## src/rtl/bus_timer_if.sv

```systemverilog
// Bus-matrix slave port bundle for the memory-mapped timer: address, strobes,
// write data, read data and the level interrupt back to the CPU.
interface bus_timer_if;
    logic [31:0] addr_i;
    logic        rd_i;
    logic        we_i;
    logic [31:0] data_i;
    logic [31:0] data_o;
    logic        irq_o;

    modport master (
        output addr_i, rd_i, we_i, data_i,
        input  data_o, irq_o
    );

    modport slave (
        input  addr_i, rd_i, we_i, data_i,
        output data_o, irq_o
    );
endinterface

```

## src/rtl/bus_timer.sv

```systemverilog
// Memory-mapped down-counting timer with prescaler, one-shot/auto-reload modes
// and a level interrupt. Reads return the pre-update register value one cycle later.
module bus_timer #(
    parameter int unsigned    CNT_W      = 32,
    parameter int unsigned    PRESCALE_W = 16,
    parameter logic [CNT_W-1:0] LOAD_RST = {CNT_W{1'b0}}
) (
    input  logic      clk_i,
    input  logic      rst_n_i,
    bus_timer_if.slave bus
);

    localparam logic [5:0] OFF_CTRL     = 6'h00;
    localparam logic [5:0] OFF_LOAD     = 6'h01;
    localparam logic [5:0] OFF_COUNT    = 6'h02;
    localparam logic [5:0] OFF_STATUS   = 6'h03;
    localparam logic [5:0] OFF_PRESCALE = 6'h04;

    logic                  en_r, auto_r, irq_en_r, expired_r, irq_r;
    logic [CNT_W-1:0]      load_r, count_r;
    logic [PRESCALE_W-1:0] prescale_r, pcnt_r;
    logic [31:0]           rdata_r;

    logic                  en_nxt_s, auto_nxt_s, irq_en_nxt_s, expired_nxt_s, irq_nxt_s;
    logic [CNT_W-1:0]      load_nxt_s, count_nxt_s;
    logic [PRESCALE_W-1:0] prescale_nxt_s, pcnt_nxt_s;
    logic [31:0]           rd_val_s;
    logic                  wr_s, tick_s, expire_s;
    logic                  ctrl_wr_s, load_wr_s, count_wr_s, status_wr_s, prescale_wr_s;
    logic [5:0]            off_s;
    logic                  unused_s;

    // A simultaneous read strobe suppresses the write.
    assign off_s    = bus.addr_i[7:2];
    assign wr_s     = bus.we_i & ~bus.rd_i;
    assign tick_s   = en_r & (pcnt_r == prescale_r);
    assign expire_s = tick_s & (count_r == {CNT_W{1'b0}});
    assign unused_s = ^{bus.addr_i[31:8], bus.addr_i[1:0], bus.data_i};

    // Write-strobe decode per register offset
    always_comb begin
        ctrl_wr_s     = 1'b0;
        load_wr_s     = 1'b0;
        count_wr_s    = 1'b0;
        status_wr_s   = 1'b0;
        prescale_wr_s = 1'b0;
        case (off_s)
            OFF_CTRL:     ctrl_wr_s     = wr_s;
            OFF_LOAD:     load_wr_s     = wr_s;
            OFF_COUNT:    count_wr_s    = wr_s;
            OFF_STATUS:   status_wr_s   = wr_s;
            OFF_PRESCALE: prescale_wr_s = wr_s;
            default:      ctrl_wr_s     = 1'b0;
        endcase
    end

    // Read mux sampling current register values (before this cycle's update)
    always_comb begin
        rd_val_s = 32'd0;
        case (off_s)
            OFF_CTRL:     rd_val_s[2:0]            = {irq_en_r, auto_r, en_r};
            OFF_LOAD:     rd_val_s[CNT_W-1:0]      = load_r;
            OFF_COUNT:    rd_val_s[CNT_W-1:0]      = count_r;
            OFF_STATUS:   rd_val_s[0]              = expired_r;
            OFF_PRESCALE: rd_val_s[PRESCALE_W-1:0] = prescale_r;
            default:      rd_val_s                 = 32'd0;
        endcase
    end

    // Next-state logic: bus writes take priority over counter-driven updates,
    // except that an expire event beats a same-cycle STATUS clear.
    always_comb begin
        if (ctrl_wr_s && bus.data_i[0] && !en_r) begin
            pcnt_nxt_s = {PRESCALE_W{1'b0}};
        end else if (!en_r || tick_s) begin
            pcnt_nxt_s = {PRESCALE_W{1'b0}};
        end else begin
            pcnt_nxt_s = pcnt_r + PRESCALE_W'(1);
        end

        if (count_wr_s) begin
            count_nxt_s = bus.data_i[CNT_W-1:0];
        end else if (tick_s && (count_r != {CNT_W{1'b0}})) begin
            count_nxt_s = count_r - CNT_W'(1);
        end else if (expire_s && auto_r) begin
            count_nxt_s = load_r;
        end else begin
            count_nxt_s = count_r;
        end

        if (ctrl_wr_s) begin
            en_nxt_s     = bus.data_i[0];
            auto_nxt_s   = bus.data_i[1];
            irq_en_nxt_s = bus.data_i[2];
        end else if (expire_s && !auto_r) begin
            en_nxt_s     = 1'b0;
            auto_nxt_s   = auto_r;
            irq_en_nxt_s = irq_en_r;
        end else begin
            en_nxt_s     = en_r;
            auto_nxt_s   = auto_r;
            irq_en_nxt_s = irq_en_r;
        end

        if (load_wr_s) begin
            load_nxt_s = bus.data_i[CNT_W-1:0];
        end else begin
            load_nxt_s = load_r;
        end

        if (prescale_wr_s) begin
            prescale_nxt_s = bus.data_i[PRESCALE_W-1:0];
        end else begin
            prescale_nxt_s = prescale_r;
        end

        if (expire_s) begin
            expired_nxt_s = 1'b1;
        end else if (status_wr_s && bus.data_i[0]) begin
            expired_nxt_s = 1'b0;
        end else begin
            expired_nxt_s = expired_r;
        end

        // Registering the next-state product keeps irq_o flop-driven with no added latency.
        irq_nxt_s = expired_nxt_s & irq_en_nxt_s;
    end

    // State and output registers
    always_ff @(posedge clk_i or negedge rst_n_i) begin
        if (!rst_n_i) begin
            en_r       <= 1'b0;
            auto_r     <= 1'b0;
            irq_en_r   <= 1'b0;
            expired_r  <= 1'b0;
            irq_r      <= 1'b0;
            load_r     <= LOAD_RST;
            count_r    <= LOAD_RST;
            prescale_r <= {PRESCALE_W{1'b0}};
            pcnt_r     <= {PRESCALE_W{1'b0}};
            rdata_r    <= 32'd0;
        end else begin
            en_r       <= en_nxt_s;
            auto_r     <= auto_nxt_s;
            irq_en_r   <= irq_en_nxt_s;
            expired_r  <= expired_nxt_s;
            irq_r      <= irq_nxt_s;
            load_r     <= load_nxt_s;
            count_r    <= count_nxt_s;
            prescale_r <= prescale_nxt_s;
            pcnt_r     <= pcnt_nxt_s;
            if (bus.rd_i) begin
                rdata_r <= rd_val_s;
            end else begin
                rdata_r <= rdata_r;
            end
        end
    end

    assign bus.data_o = rdata_r;
    assign bus.irq_o  = irq_r;

endmodule

```

## src/flat_wrapper.sv

```systemverilog
// flat-port wrapper written by rule: the top's interface ports become plain ports
module bus_timer_flat 
#(
    parameter int unsigned    CNT_W      = 32,
    parameter int unsigned    PRESCALE_W = 16,
    parameter logic [CNT_W-1:0] LOAD_RST = {CNT_W{1'b0}}
)
  (clk_i, rst_n_i, bus_addr_i, bus_rd_i, bus_we_i, bus_data_i, bus_data_o, bus_irq_o);
  bus_timer_if bus_i ();
  input  logic clk_i;
  input  logic rst_n_i;
  input wire logic [$bits(bus_i.addr_i)-1:0] bus_addr_i;
  input wire logic [$bits(bus_i.rd_i)-1:0] bus_rd_i;
  input wire logic [$bits(bus_i.we_i)-1:0] bus_we_i;
  input wire logic [$bits(bus_i.data_i)-1:0] bus_data_i;
  output wire logic [$bits(bus_i.data_o)-1:0] bus_data_o;
  output wire logic [$bits(bus_i.irq_o)-1:0] bus_irq_o;
  assign bus_i.addr_i = bus_addr_i;
  assign bus_i.rd_i = bus_rd_i;
  assign bus_i.we_i = bus_we_i;
  assign bus_i.data_i = bus_data_i;
  assign bus_data_o = bus_i.data_o;
  assign bus_irq_o = bus_i.irq_o;
  bus_timer #(.CNT_W(CNT_W), .PRESCALE_W(PRESCALE_W), .LOAD_RST(LOAD_RST)) u_core (.clk_i(clk_i), .rst_n_i(rst_n_i), .bus(bus_i));
endmodule
```

## config.mk

```make
export PLATFORM = sky130hd
export DESIGN_NAME = bus_timer_flat
export DESIGN_NICKNAME = d
export VERILOG_FILES = /design/src/rtl/bus_timer_if.sv /design/src/rtl/bus_timer.sv /design/src/flat_wrapper.sv
export SDC_FILE = /design/constraint.sdc
export NUM_CORES = 1
export LEC_CHECK = 0
export CORE_MARGIN = 4
export CORE_UTILIZATION = 59
export DETAILED_ROUTE_END_ITERATION = 8
export PLACE_DENSITY = 0.9
export SLEW_MARGIN = 20
export SYNTH_ARGS = -nofsm -noshare
export SYNTH_HDL_FRONTEND = slang
export SYNTH_SLANG_ARGS = --single-unit
export TNS_END_PERCENT = 50
```

## constraint.sdc

```tcl
create_clock -name clk_i -period 5.8 [get_ports clk_i]
set_input_delay 1.74 -clock clk_i [delete_from_list [all_inputs] [get_ports clk_i]]
set_output_delay 1.74 -clock clk_i [all_outputs]
set_load 0.1 [all_outputs]
```

After elaboration in Yosys (flattened, before gate mapping)
Cells that the tools add are included.

storage, ports and cells
  bits in registers = 133
  bits in writable memories = 0
  memories = 0
  input bits = 68
  memory bits (read-only) = 0
  latch bits = 0
  output and inout bits = 33

operators by class
  magnitude comparators = 0
  multiplexer cells = 19
  multiply operators = 0
  reductions and logical operators = 14
  bitwise operators = 5
  equal/unequal tests = 5
  div/mod/pow operators = 0
  shift-type cells = 0
  add/sub/neg operators = 2

operator list
  kind                     number
  $mux W32                 3
  $pmux W13 S3             1
  $logic_not A32 Y1        1
  $mux W16                 2
  $pmux W16 S2             1
  $reduce_bool A32 Y1      1
  $sub A32 B1 Y32 const B  1
  $add A16 B1 Y16 const B  1
  $eq A16 B16 Y1           1
  $eq A6 B2 Y1 const B     2
  $mux W1                  10
  $pmux W2 S4              1
  $eq A6 B1 Y1 const B     1
  $eq A6 B3 Y1 const B     1
  $logic_and A1 B1 Y1      6
  $logic_not A6 Y1         1
  $pmux W1 S5              1
  $and A1 B1 Y1            4
  $reduce_bool A3 Y1       1
  $logic_not A1 Y1         2
  $reduce_bool A2 Y1       1
  $logic_or A1 B1 Y1       1
  $not A1 Y1               1

Logic depth before layout (Yosys ltp)
Gate-level depths: netlist of the first run.

  depth after elaboration = 7
  gate-level depth with buffers = 11

Worst setup path after synthesis of the first run
Ideal clock, no wire load.

  path kind = input port to flip-flop
  start = in bus_addr_i[3]
  end = reg u_core.prescale_r[12]
  data required time = 5675 ps
  stages = 6
  setup slack = 2174 ps
  arrival time = 3502 ps
  library setup time = 125 ps
  cell sequence = nor2_1 nand2_1 nor4_1 nand2_1 clkbuf_1 mux2_2

on the way
  longest elaborated chain between the ends = 2

RTL lines
  what                    line                RTL
  start: declaration      flat_wrapper.sv:12  input wire logic [$bits(bus_i.addr_i)-1:0] bus_addr_i;
  $eq A6 B3 Y1            bus_timer.sv:47     case (off_s)
  $mux W1                 bus_timer.sv:47
  end signal: assignment  bus_timer.sv:139    prescale_r <= {PRESCALE_W{1'b0}};
  end signal: assignment  bus_timer.sv:150    prescale_r <= prescale_nxt_s;
  end: declaration        bus_timer.sv:21     logic [PRESCALE_W-1:0] prescale_r, pcnt_r;

Every way passes these cells.
A chain may end at the register's enable or synchronous reset.

Worst setup path in the final report of the first run
  start = in bus_addr_i[5]
  end = reg u_core.load_r[8]

on the way
  longest elaborated chain between the ends = 2

RTL lines
  what                    line              RTL
  $eq A6 B1 Y1            bus_timer.sv:47
  $mux W1                 bus_timer.sv:47
  end signal: assignment  bus_timer.sv:148  load_r <= load_nxt_s;
  end: declaration        bus_timer.sv:20   logic [CNT_W-1:0] load_r, count_r;

Every way passes these cells.

==> impl_metrics.ini, run 1 <==
[run_status]
outcome = finished clean

[logic_synthesis]
ys.flop_type = dfrtp_1
synth-edff-count = 0
ys_types = 64
synth.avg_cell_area_um2 = 10.0
synth_top_cell_by_area = dfrtp_1
ys_warn_count = 0
yosys.area.top_type_share_pct = 48.7
yosys-top-cells-count = dfrtp_1, nor2_1, mux2_2
synth.cell_area_um2 = 6830
syn_nets = 754
synth_seq_cells = 133
synth.most_common_cell = dfrtp_1
seq_area_frac_synth_pct = 48.7
async_reset_ff_share_pct = 100
synth_area_leaders = dfrtp_1, mux2_2, nor2_1
synthCells = 683

[pwr]
p_leak_nw = 3.34
power.density_nw_per_um2 = 335
ir_drop_uv = 269

[routing]
vias = 5867
vias_per_cell = 6.50
wire_per_inst_um = 20.2
drt_iter0_drc = 731
first_pass_iters = 7
postRouteAntennaNets = 0
drc = 0
drt_wl_total_um = 18200

[min_path]
worstHoldEndpoint = u_core.bus.data_o[26]$_DFFE_PN0P_
hp-class = flip-flop to flip-flop
hold_path_depth = 2
hold_start = u_core.bus.data_o[26]$_DFFE_PN0P_

[clock_network]
clock_latency_ns = 0.42
path_clk_slew_ns = 0.05
clockBufferDepth = 2
cts_hold_buf = 0
cts_sinks = 133
tritoncts = yes
postCtsResizedCells = 0
numCtsBuffers = 17
cts_root_buf = clkbuf_16
cts_htree_levels = 4
cts_setup_buffers = 0

[sta]
min_period_over_period_pct = 73.0
slew-limit-headroom_pct = 34.2
tns_ns = 0
fin_skew_ns = 0.00736
timing.final.ws_setup_ns = 1.57
max_freq_ghz = 0.236
rsz0062_at_grt = no
final_hold_viol_count = 0
final.min_clock_period_ns = 4.23
slew_violations = 0
final-setup-viol-count = 0
worst_pin_slew_ns = 0.983

[placement]
place_hpwl_um = 12000
gp_congestion = 0.870
place_inst = 870
pre_cts_ws_ns = 1.22
io_buffers = 74

[setup_path]
end_kind = flip-flop
r2r_slack_ns = 2.12
crit_path_max_fanout = 34
r2r_start = u_core.count_r[7]$_DFFE_PN0P_
startpoint_type = primary input
worstPathCellList = clkdlybuf4s50_1 > nor4_1 > nand2_1 > nor2_2 > buf_4 > nand2_1 > buf_4 > mux2_2
cpPeakStageDelay_ns = 0.49
crit_type = primary input to flip-flop
r2r_end = u_core.count_r[23]$_DFFE_PN0P_
worstPathRequired_ns = 6.11
startpoint = bus_addr_i[5]
cp.arrival_ns = 4.54
crit_slowest_cell = nor4_1
reg2regPathDepth = 7

[final_layout]
antennaDiodeCount = 0
fin_nets = 817
syn2layout_area_growth_pct = 20.0
fillCellCount = 782
finalNonFillerCells = 902
register_area_um2 = 3330
multi_input_area_um2 = 3230
drive_above_1_share_pct = 14.0

[global_routing]
grt-busiest-layer = met2
grtUsageMet2_pct = 48.3
met1_usage_pct = 35.3
grtUsageTotal_pct = 28.4
grt_max_degree = 75
use_met3_pct = 7.57
grt_pass1_vias = 5973
grt_pass1_wl_um = 29600
grt_antenna_before_repair = 0
grt_overflow = 0

[floorplanning]
dieArea_um2 = 13400
start_util_pct = 60.1
fp.dieH_um = 116
ios = 101
core_um2 = 11400
die_w_um = 116
rows = 39

[run]
maxCapViolCount = 0
==> per-layer routing <==
metal	wire length (um)	vias up
met1	6960	2884
met2	9230	334
met5	0	-
met3	1740	31
met4	299	0
li1	-	2618
==> metrics by stage <==
| stage | hold WS (ns) | cell area [um^2] | total power (W) | util, % |
|---|---|---|---|---|
| final | 0.525 | 8200 | 0.00274 | 72.1 |
| after global routing | 0.557 | 8200 | 0.00287 | 72.1 |
| after CTS | 0.523 | 8200 | 0.00274 | 72.1 |
| after detailed placement | 0.510 | 7650 | 0.00175 | 67.3 |
| after global placement | 0.504 | 7650 | 0.00171 | 67.3 |
| after floorplan | 0.468 | 6830 | 0.00157 | - |
==> how the worst max path moves through the flow <==
stage,endpoint,slack (ns),cells past startpoint
floorplan,u_core.prescale_r[12]$_DFFE_PN0P_,2.17,6
global placement,u_core.load_r[19]$_DFFE_PN0P_,1.31,8
detailed placement,u_core.count_r[14]$_DFFE_PN0P_,1.22,9
CTS,u_core.count_r[10]$_DFFE_PN0P_,1.65,10
global route,u_core.count_r[11]$_DFFE_PN0P_,1.46,10
finish,u_core.load_r[8]$_DFFE_PN0P_,1.57,8
==> where the power goes <==
| part | internal (W) | switching [W] | leakage [nW] | total (W) |
|---|---|---|---|---|
| combinational | 0.000224 | 0.000278 | 1.34 | 0.000501 |
| clock | 0.000607 | 0.000388 | 0.267 | 0.000995 |
| sequential | 0.00106 | 0.000188 | 1.73 | 0.00125 |
==> state kept, by name, indices dropped and copies added (netlist names) <==
register / count
u_core.bus.irq_o: 1
u_core.auto_r: 1
u_core.prescale_r: 16
u_core.load_r: 32
u_core.bus.data_o: 32
u_core.expired_r: 1
u_core.en_r: 1
u_core.irq_en_r: 1
u_core.count_r: 32
u_core.pcnt_r: 16
==> cell type report <==
cell class | instances | share of cell area [%]
sequential | 133 | 40.6
inverter | 25 | 1.14
clock buffer | 23 | 5.71
timing repair buffer | 86 | 10.0
tap | 143 | 2.18
clock inverter | 9 | 0.961
multi-input combinational | 483 | 39.4
==> worst max-delay path: cells and delay by family <==
family | cells | cell delay, ns
simple gates | 4 | 1.20
buf+inv | 3 | 1.25
mux | 1 | 0.32
==> kinds of logic after synthesis <==
| group | after synthesis | share of synthesized area [%] |
|---|---|---|
| buf+inv | 67 | 4.19 |
| simple gates | 210 | 15.0 |
| flops | 133 | 48.7 |
| fa+ha+maj | 3 | 0.549 |
| xor+xnor | 42 | 5.38 |
| mux | 54 | 8.83 |
| compound gates | 174 | 17.3 |
==> cells in the final DEF, fill, tap and decap left out, types with 20 or more instances in the layout <==
| cell | Yosys | final |
|---|---|---|
| dfrtp_1 | 133 | 133 |
| nor2_1 | 84 | 82 |
| clkdlybuf4s50_1 | 0 | 72 |
| mux2_2 | 50 | 50 |
| a21oi_1 | 45 | 45 |
| nand2_1 | 43 | 43 |
| xnor2_1 | 27 | 27 |
| inv_1 | 25 | 25 |
| nand3_1 | 20 | 20 |
Note: power is estimated with default switching activity, not from simulation.
==> inputs of run 2 (changes only) <==
CORE_UTILIZATION = 55   (was 59)
PLACE_DENSITY = 0.85   (was 0.9)
clock period = 4.3 ns   (was 5.8 ns; I/O delays follow)
==> impl_metrics.ini, run 2 (synthesized netlist as in run 1, its figures left out) <==
[run]
maxCapViolCount = 0

[global_routing]
grt_pass1_wl_um = 30600
grt_overflow = 0
grt_pass1_vias = 6158
grt_antenna_before_repair = 0
grt_max_degree = 69
grtUsageTotal_pct = 26.9

[final_layout]
register_area_um2 = 3330
fillCellCount = 930
final_cell_mix = dfrtp_1, nor2_1, clkdlybuf4s50_1
multi_input_area_um2 = 3230
antennaDiodeCount = 0
fin_nets = 821
final_common_cell = dfrtp_1
syn2layout_area_growth_pct = 21.0
drive_above_1_share_pct = 14.5

[placement]
gp_congestion = 0.877
io_buffers = 74
place_hpwl_um = 12300

[sta]
tns_ns = 0
fin_skew_ns = 0.00950
final_hold_viol_count = 0
final.min_clock_period_ns = 3.53
worst_pin_slew_ns = 0.985
slew-limit-headroom_pct = 34.1
slew_violations = 0
rsz0062_at_grt = no
min_period_over_period_pct = 82.1
max_freq_ghz = 0.283
final-setup-viol-count = 0
fin_hold_ws_ns = 0.526

[setup_path]
startpoint_type = flip-flop
crit_type = flip-flop to flip-flop
worstPathRequired_ns = 4.60
critPathBufInv = 1
crit_slowest_cell = or3_1
path_delay_family = simple AND/OR/NAND/NOR gates
critPathMostFrequentCell = or3_1
end_kind = flip-flop
worstPathCellList = or4_4 > or3_1 > or3_1 > o211ai_4 > buf_4 > o21bai_1 > a22o_1
cp.arrival_ns = 3.83
crit_path_max_fanout = 18
cpPeakStageDelay_ns = 0.68

[routing]
first_pass_iters = 6
drt_wl_total_um = 18700
drc = 0
vias_per_cell = 6.43
wire_per_inst_um = 20.2
postRouteAntennaNets = 0
vias = 5963
drt_iter0_drc = 637

[floorplanning]
die_w_um = 119
start_util_pct = 56.4
dieArea_um2 = 14300
rows = 40
ios = 101
fp.dieH_um = 119
core_um2 = 12100

[clock_network]
cts_setup_buffers = 0
cts_root_buf = clkbuf_16
clockBufferDepth = 2
cts_sinks = 133
tritoncts = yes
postCtsResizedCells = 0
cts_hold_buf = 0
numCtsBuffers = 17
cts_htree_levels = 4
clock_latency_ns = 0.42
path_clk_slew_ns = 0.06

[min_path]
hp-class = flip-flop to flip-flop

[pwr]
power.density_nw_per_um2 = 449
p_leak_nw = 3.37
ir_drop_uv = 342

[run_status]
outcome = finished clean
-- run 2: cell count changes in the layout (fill, tap and decap cells not counted) --
cell | previous run | this run
nor3_2 | 0 | 1
clkbuf_8 | 2 | 5
clkinv_4 | 1 | 0
buf_4 | 13 | 17
clkinv_2 | 5 | 4
nor3_1 | 9 | 8
clkbuf_1 | 4 | 1
clkinvlp_4 | 2 | 0
-- run 2: area by class of cell --
type / instances / area share, %
clock inverters: 5 / 0.605
well taps: 168 / 2.54
multi-input cells: 483 / 39.1
clock buffers: 23 / 6.02
repair buffers: 90 / 10.3
flip-flops and latches: 133 / 40.3
inverters: 25 / 1.13
-- run 2: power breakdown --
part	switching [W]	total, W	internal (W)
combinational	0.000378	0.000683	0.000305
clock	0.000497	0.00135	0.000853
sequential	0.000250	0.00168	0.00143
-- run 2: routing by layer --
| layer | up-vias | share of wire [%] | GRT usage, % |
|---|---|---|---|
| met5 | - | 0 | 0 |
| met4 | 0 | 2.5 | 11.2 |
| met3 | 55 | 9.4 | 7.26 |
| met2 | 358 | 50 | 44.9 |
| met1 | 2926 | 38 | 33.1 |
| li1 | 2624 | - | - |
-- run 2: worst reg2reg max path, cell delays in order (launching register included) --
cell and delay, ns:
dfrtp_1 0.44, or4_4 0.61, or3_1 0.46, or3_1 0.68
o211ai_4 0.55, buf_4 0.35, o21bai_1 0.12, a22o_1 0.20
-- run 2: path summary, 6_finish.rpt --
kind                                                  start                          endpoint  slack, ns  depth (start not counted)
min in group asynchronous                           rst_n_i  u_core.bus.data_o[3]$_DFFE_PN0P_       0.99                          1
min                        u_core.bus.data_o[5]$_DFFE_PN0P_  u_core.bus.data_o[5]$_DFFE_PN0P_       0.53                          2
max reg2reg                   u_core.count_r[5]$_DFFE_PN0P_     u_core.count_r[8]$_DFFE_PN0P_       0.77                          7
min reg2reg                u_core.bus.data_o[5]$_DFFE_PN0P_  u_core.bus.data_o[5]$_DFFE_PN0P_       0.53                          2
max in group asynchronous                           rst_n_i    u_core.count_r[18]$_DFFE_PN0P_       2.44                          2
max                           u_core.count_r[5]$_DFFE_PN0P_     u_core.count_r[8]$_DFFE_PN0P_       0.77                          7
-- run 2: through the flow --
| stage | power, W | instances | utilization [%] | setup slack [ns] | cell area, um^2 |
|---|---|---|---|---|---|
| after floorplan | 0.00212 | 683 | - | 1.12 | 6830 |
| final | 0.00371 | 927 | 68.3 | 0.770 | 8270 |
| after global placement | 0.00231 | 899 | 63.7 | 0.893 | 7720 |
| after CTS | 0.00372 | 927 | 68.3 | 0.839 | 8270 |
| after global routing | 0.00388 | 927 | 68.3 | 0.701 | 8270 |
| after detailed placement | 0.00236 | 899 | 63.7 | 0.717 | 7720 |
